### config.mk
export PLATFORM = sky130hd
export DESIGN_NAME = io_sequencer
export DESIGN_NICKNAME = d
export VERILOG_FILES = /design/src/rtl/io_pkg.sv /design/src/rtl/io_sequencer.sv
export SDC_FILE = /design/constraint.sdc
export NUM_CORES = 1
export LEC_CHECK = 0
export CAP_MARGIN = 30
export CORE_AREA = 4 4 105 107
export CTS_CLUSTER_SIZE = 14
export DETAILED_ROUTE_END_ITERATION = 8
export DIE_AREA = 0 0 109 111
export DONT_BUFFER_PORTS = 1
export PLACE_DENSITY = 0.5
export SYNTH_ARGS = -nofsm -noshare
export SYNTH_HDL_FRONTEND = slang
export SYNTH_SLANG_ARGS = --single-unit
### constraint.sdc
create_clock -name clk -period 2.6 [get_ports clk]
set_input_delay 0.52 -clock clk [delete_from_list [all_inputs] [get_ports clk]]
set_output_delay 0.52 -clock clk [all_outputs]
set_load 0.02 [all_outputs]
### src/rtl/io_pkg.sv
// io_pkg: opcodes, register index, FSM states and wait-counter width for io_sequencer.
package io_pkg;
  localparam logic [5:0] OP_OUT = 6'b111101;
  localparam logic [5:0] OP_IN = 6'b111110;
  localparam int IO_REG_IDX = 31;
  localparam int WAIT_W = 16;
  typedef enum logic [2:0] {
    S_IDLE,
    S_OUT_RD,
    S_OUT_XFER,
    S_IN_WAIT,
    S_IN_WB,
    S_DONE
  } io_state_t;
endpackage

### src/rtl/io_sequencer.sv
// io_sequencer: stalls the core and runs the R[31] <-> device handshake for IN/OUT, with timeout abort.
module io_sequencer
  import io_pkg::*;
#(
  parameter int unsigned TIMEOUT_CYCLES = 255
) (
  input  logic        clk,
  input  logic        rst,
  input  logic        op_valid,
  input  logic [5:0]  op_code,
  output logic        stall,
  output logic        rf_r31_rd_en,
  input  logic [31:0] rf_rd_data,
  output logic        rf_we,
  output logic [31:0] rf_wr_data,
  output logic        ext_out_valid,
  input  logic        ext_out_ready,
  output logic [31:0] ext_out_data,
  output logic        ext_in_ready,
  input  logic        ext_in_valid,
  input  logic [31:0] ext_in_data,
  output logic        io_err
);
  localparam logic [WAIT_W-1:0] TMO = WAIT_W'(TIMEOUT_CYCLES);
  localparam bit TMO_EN = TIMEOUT_CYCLES != 0;
  io_state_t state, nxt;
  logic [WAIT_W-1:0] cnt;
  logic err_q, wait_st, hs, tmo, is_io;
  assign is_io = op_valid && (op_code == OP_OUT || op_code == OP_IN);
  assign wait_st = state == S_OUT_XFER || state == S_IN_WAIT;
  assign hs = (state == S_OUT_XFER && ext_out_ready) || (state == S_IN_WAIT && ext_in_valid);
  // A handshake in the same cycle as the limit takes priority over the abort.
  assign tmo = TMO_EN && wait_st && !hs && cnt == TMO;
  assign stall = wait_st || state == S_OUT_RD || state == S_IN_WB || (state == S_IDLE && is_io);
  assign rf_r31_rd_en = state == S_OUT_RD;
  assign ext_out_valid = state == S_OUT_XFER;
  assign ext_in_ready = state == S_IN_WAIT;
  assign rf_we = state == S_IN_WB;
  assign io_err = err_q;
  always_comb begin
    nxt = state;
    case (state)
      S_IDLE:     nxt = !op_valid ? S_IDLE : op_code == OP_OUT ? S_OUT_RD :
                        op_code == OP_IN ? S_IN_WAIT : S_IDLE;
      S_OUT_RD:   nxt = S_OUT_XFER;
      S_OUT_XFER: nxt = hs ? S_DONE : tmo ? S_DONE : S_OUT_XFER;
      S_IN_WAIT:  nxt = hs ? S_IN_WB : tmo ? S_DONE : S_IN_WAIT;
      S_IN_WB:    nxt = S_DONE;
      default:    nxt = S_IDLE;
    endcase
  end
  always_ff @(posedge clk or posedge rst) begin
    if (rst) begin
      state <= S_IDLE;
      cnt <= '0;
      err_q <= 1'b0;
      ext_out_data <= '0;
      rf_wr_data <= '0;
    end else begin
      state <= nxt;
      err_q <= tmo;
      cnt <= (wait_st && nxt == state) ? cnt + 1'b1 : '0;
      if (state == S_OUT_RD) ext_out_data <= rf_rd_data;
      if (state == S_IN_WAIT && ext_in_valid) rf_wr_data <= ext_in_data;
    end
  end
endmodule

==> metrics <==
status completed; Num CTS Buffers 9; IO Port Bufs 0; Flop pwr share 58.0%; Avg WL per Cell 17.1 um; clock skew 0.0128 ns; Mapped Area 3480 um2; clock power share 20.9%; Syn-to-layout area delta 11.0%; CP cell instances nor2_1, and4b_1, nand2_1, nand2_1; clk buf depth 2; RePlAce Congestion 0.799; Setup Viol. Count Final 0; IO Count 145; #FFs+latches synth 84; Crit-path slowest cell dfrtp_1; Starting Density 34.3%; die width 109 um; CTS tree done; H-tree depth 3; Via Count 1878; Crit path top cell by count nand2_1; Synth area leaders dfrtp_1, mux2_2, xnor2_1; combinational power share 21.2%; register area share after synthesis 60.4%; fin crit share 82.7%; antenna viol nets, final 0; fin crit period 2.15 ns; Rows 37; syn nets 325; Die ar. 12100 um2; clock latency on the worst-skew pair 0.35 ns; clk slew on worst S/H paths 0.10 ns; setup_tns 0 ns; CTS Sinks 84; Int Power 2.82 mW; CTS Hold Bufs 0; WL final 6840 um; PostCTS Resize Cnt 0; global-route wire length before repair 10900 um; Avg Inst Size Synth 14.0 um2; Net Sw Frac 40.0%; core area 10100 um2; Worst Hold Class in2async; DRC viols 0; Total Power 4.70 mW; ant diodes 0; slew margin rel. 39.0%; gr usage total 11.6%; Worst Setup Start Kind flop; count of pins over their slew limit 0; biggest cell delay along the critical path 0.48 ns; CTS Root Cell clkbuf_8; r2r worst-path depth 4; Worst Max-Slew Pin Slew 0.913 ns; DR iter-0 viols 67; Crit path required time 2.08 ns; synth unique cells 30; Die Y 111 um; final hold violations 0; switching power 1.88 mW; Post-CTS Setup Repair Bufs 0; largest net degree at the start of global routing 42; Critical Path AT 1.63 ns; Critical Path End Type primary output; Yosys top cell area share 60.4%; Synth Warn # 0; DR pass1 iterations 3; RSZ-0062 raised after global routing no; worst-path fanout max 7; gr ovfl total 0; Peak VDD IR 0.000333 V; cell taking the most area after synthesis dfrtp_1; routed vias/inst 4.71; layout cells sized above 1 38.8%; Max-Cap Viols 0; Pwr Density 1220 nW/um2; P_leak 1.65 nW; Post-DP HPWL 5200 um; initial antenna violation count 0; Crit Path Class reg2out; Max Freq 465 MHz; Gate Count Post-Synth 249; vias in the first global route 2007; Layout Nets 334
==> stage by stage <==
step           hold WS (ns)  setup slack (ns)  cells  area [um2]  util (%)
6_report              0.212             0.450    399        3860      38.1
5_1_grt               0.259             0.325    399        3860      38.1
2_1_floorplan         0.474             0.813    249        3480         -
3_5_place_dp          0.501             0.700    383        3650      36.0
3_3_place_gp          0.492             0.742    383        3650      36.0
4_1_cts               0.216             0.402    399        3860      38.1
==> registers in the layout (all words and copies together), names as in the netlist <==
name,flops
cnt,16
state,3
ext_out_data,32
io_err,1
rf_wr_data,32
==> layout make-up <==
type                            instances  area, um2
Clock buffer                            9        124
Clock inverter                          7       88.8
Fill cell                             947       6270
Inverter                                7       30.0
Multi-Input combinational cell        150       1290
Sequential cell                        84       2100
Tap cell                              136        170
Timing Repair Buffer                    6       57.6
==> final timing paths <==
check	start	slack, ns	endpoint
worst max-delay path	state[0]	0.45	stall
worst min-delay path	rst	0.21	ext_out_data[18]
worst max register to register	cnt[8]	0.71	cnt[2]
worst min register to register	cnt[0]	0.51	cnt[0]
max in group asynchronous	rst	1.74	cnt[11]
min in group clk	rf_rd_data[2]	0.31	ext_out_data[2]
==> layout by cell type, fill, tap and decap left out, types with 6 or more instances in the layout <==
cell type,count
nand3_1,8
nor2_2,9
clkbuf_8,9
nand2_1,9
mux2_2,64
dfrtp_1,84
nor2_1,15
inv_1,6
xnor2_1,12
==> cells by family after synthesis <==
logic type / Yosys count / synth area share, %
buf+inv: 15 / 2.70
compound gates: 2 / 0.323
flops: 84 / 60.4
mux: 66 / 21.3
fa+ha+maj: 1 / 0.359
xor+xnor: 16 / 4.03
simple gates: 65 / 10.9
==> power groups by stage <==
stage / combinational [mW] / sequential (mW) / clock, mW
2_1_floorplan: 0.927 / 2.62 / 0
3_3_place_gp: 0.994 / 2.77 / 0
3_5_place_dp: 1.02 / 2.77 / 0
4_1_cts: 1.02 / 2.75 / 1.03
5_1_grt: 1.11 / 2.79 / 1.08
6_report: 0.995 / 2.73 / 0.982
==> Yosys cell counts, drive strengths merged <==
cell,number
a21oi,1
a31oi,1
and2,2
and2b,1
and4,1
and4b,1
buf,8
dfrtp,84
ha,1
inv,7
mux2,64
mux2i,2
nand2,10
nand2b,1
nand3,8
nand3b,1
nand4,4
nor2,24
nor3,5
nor3b,1
nor4,4
or4,2
xnor2,12
xor2,4
==> worst max-delay path: cells and delay by family, from the launching register on <==
kind             cells  cell delay [ns]
DFF                  1             0.48
and+or+nand+nor      4             0.80
==> metal layers <==
metal	track usage, %	routed length, um
met3	4.02	579
met2	18.6	3430
met1	14.0	2720
met5	0	0
met4	4.63	112
Power figures use the tool's default switching activity.
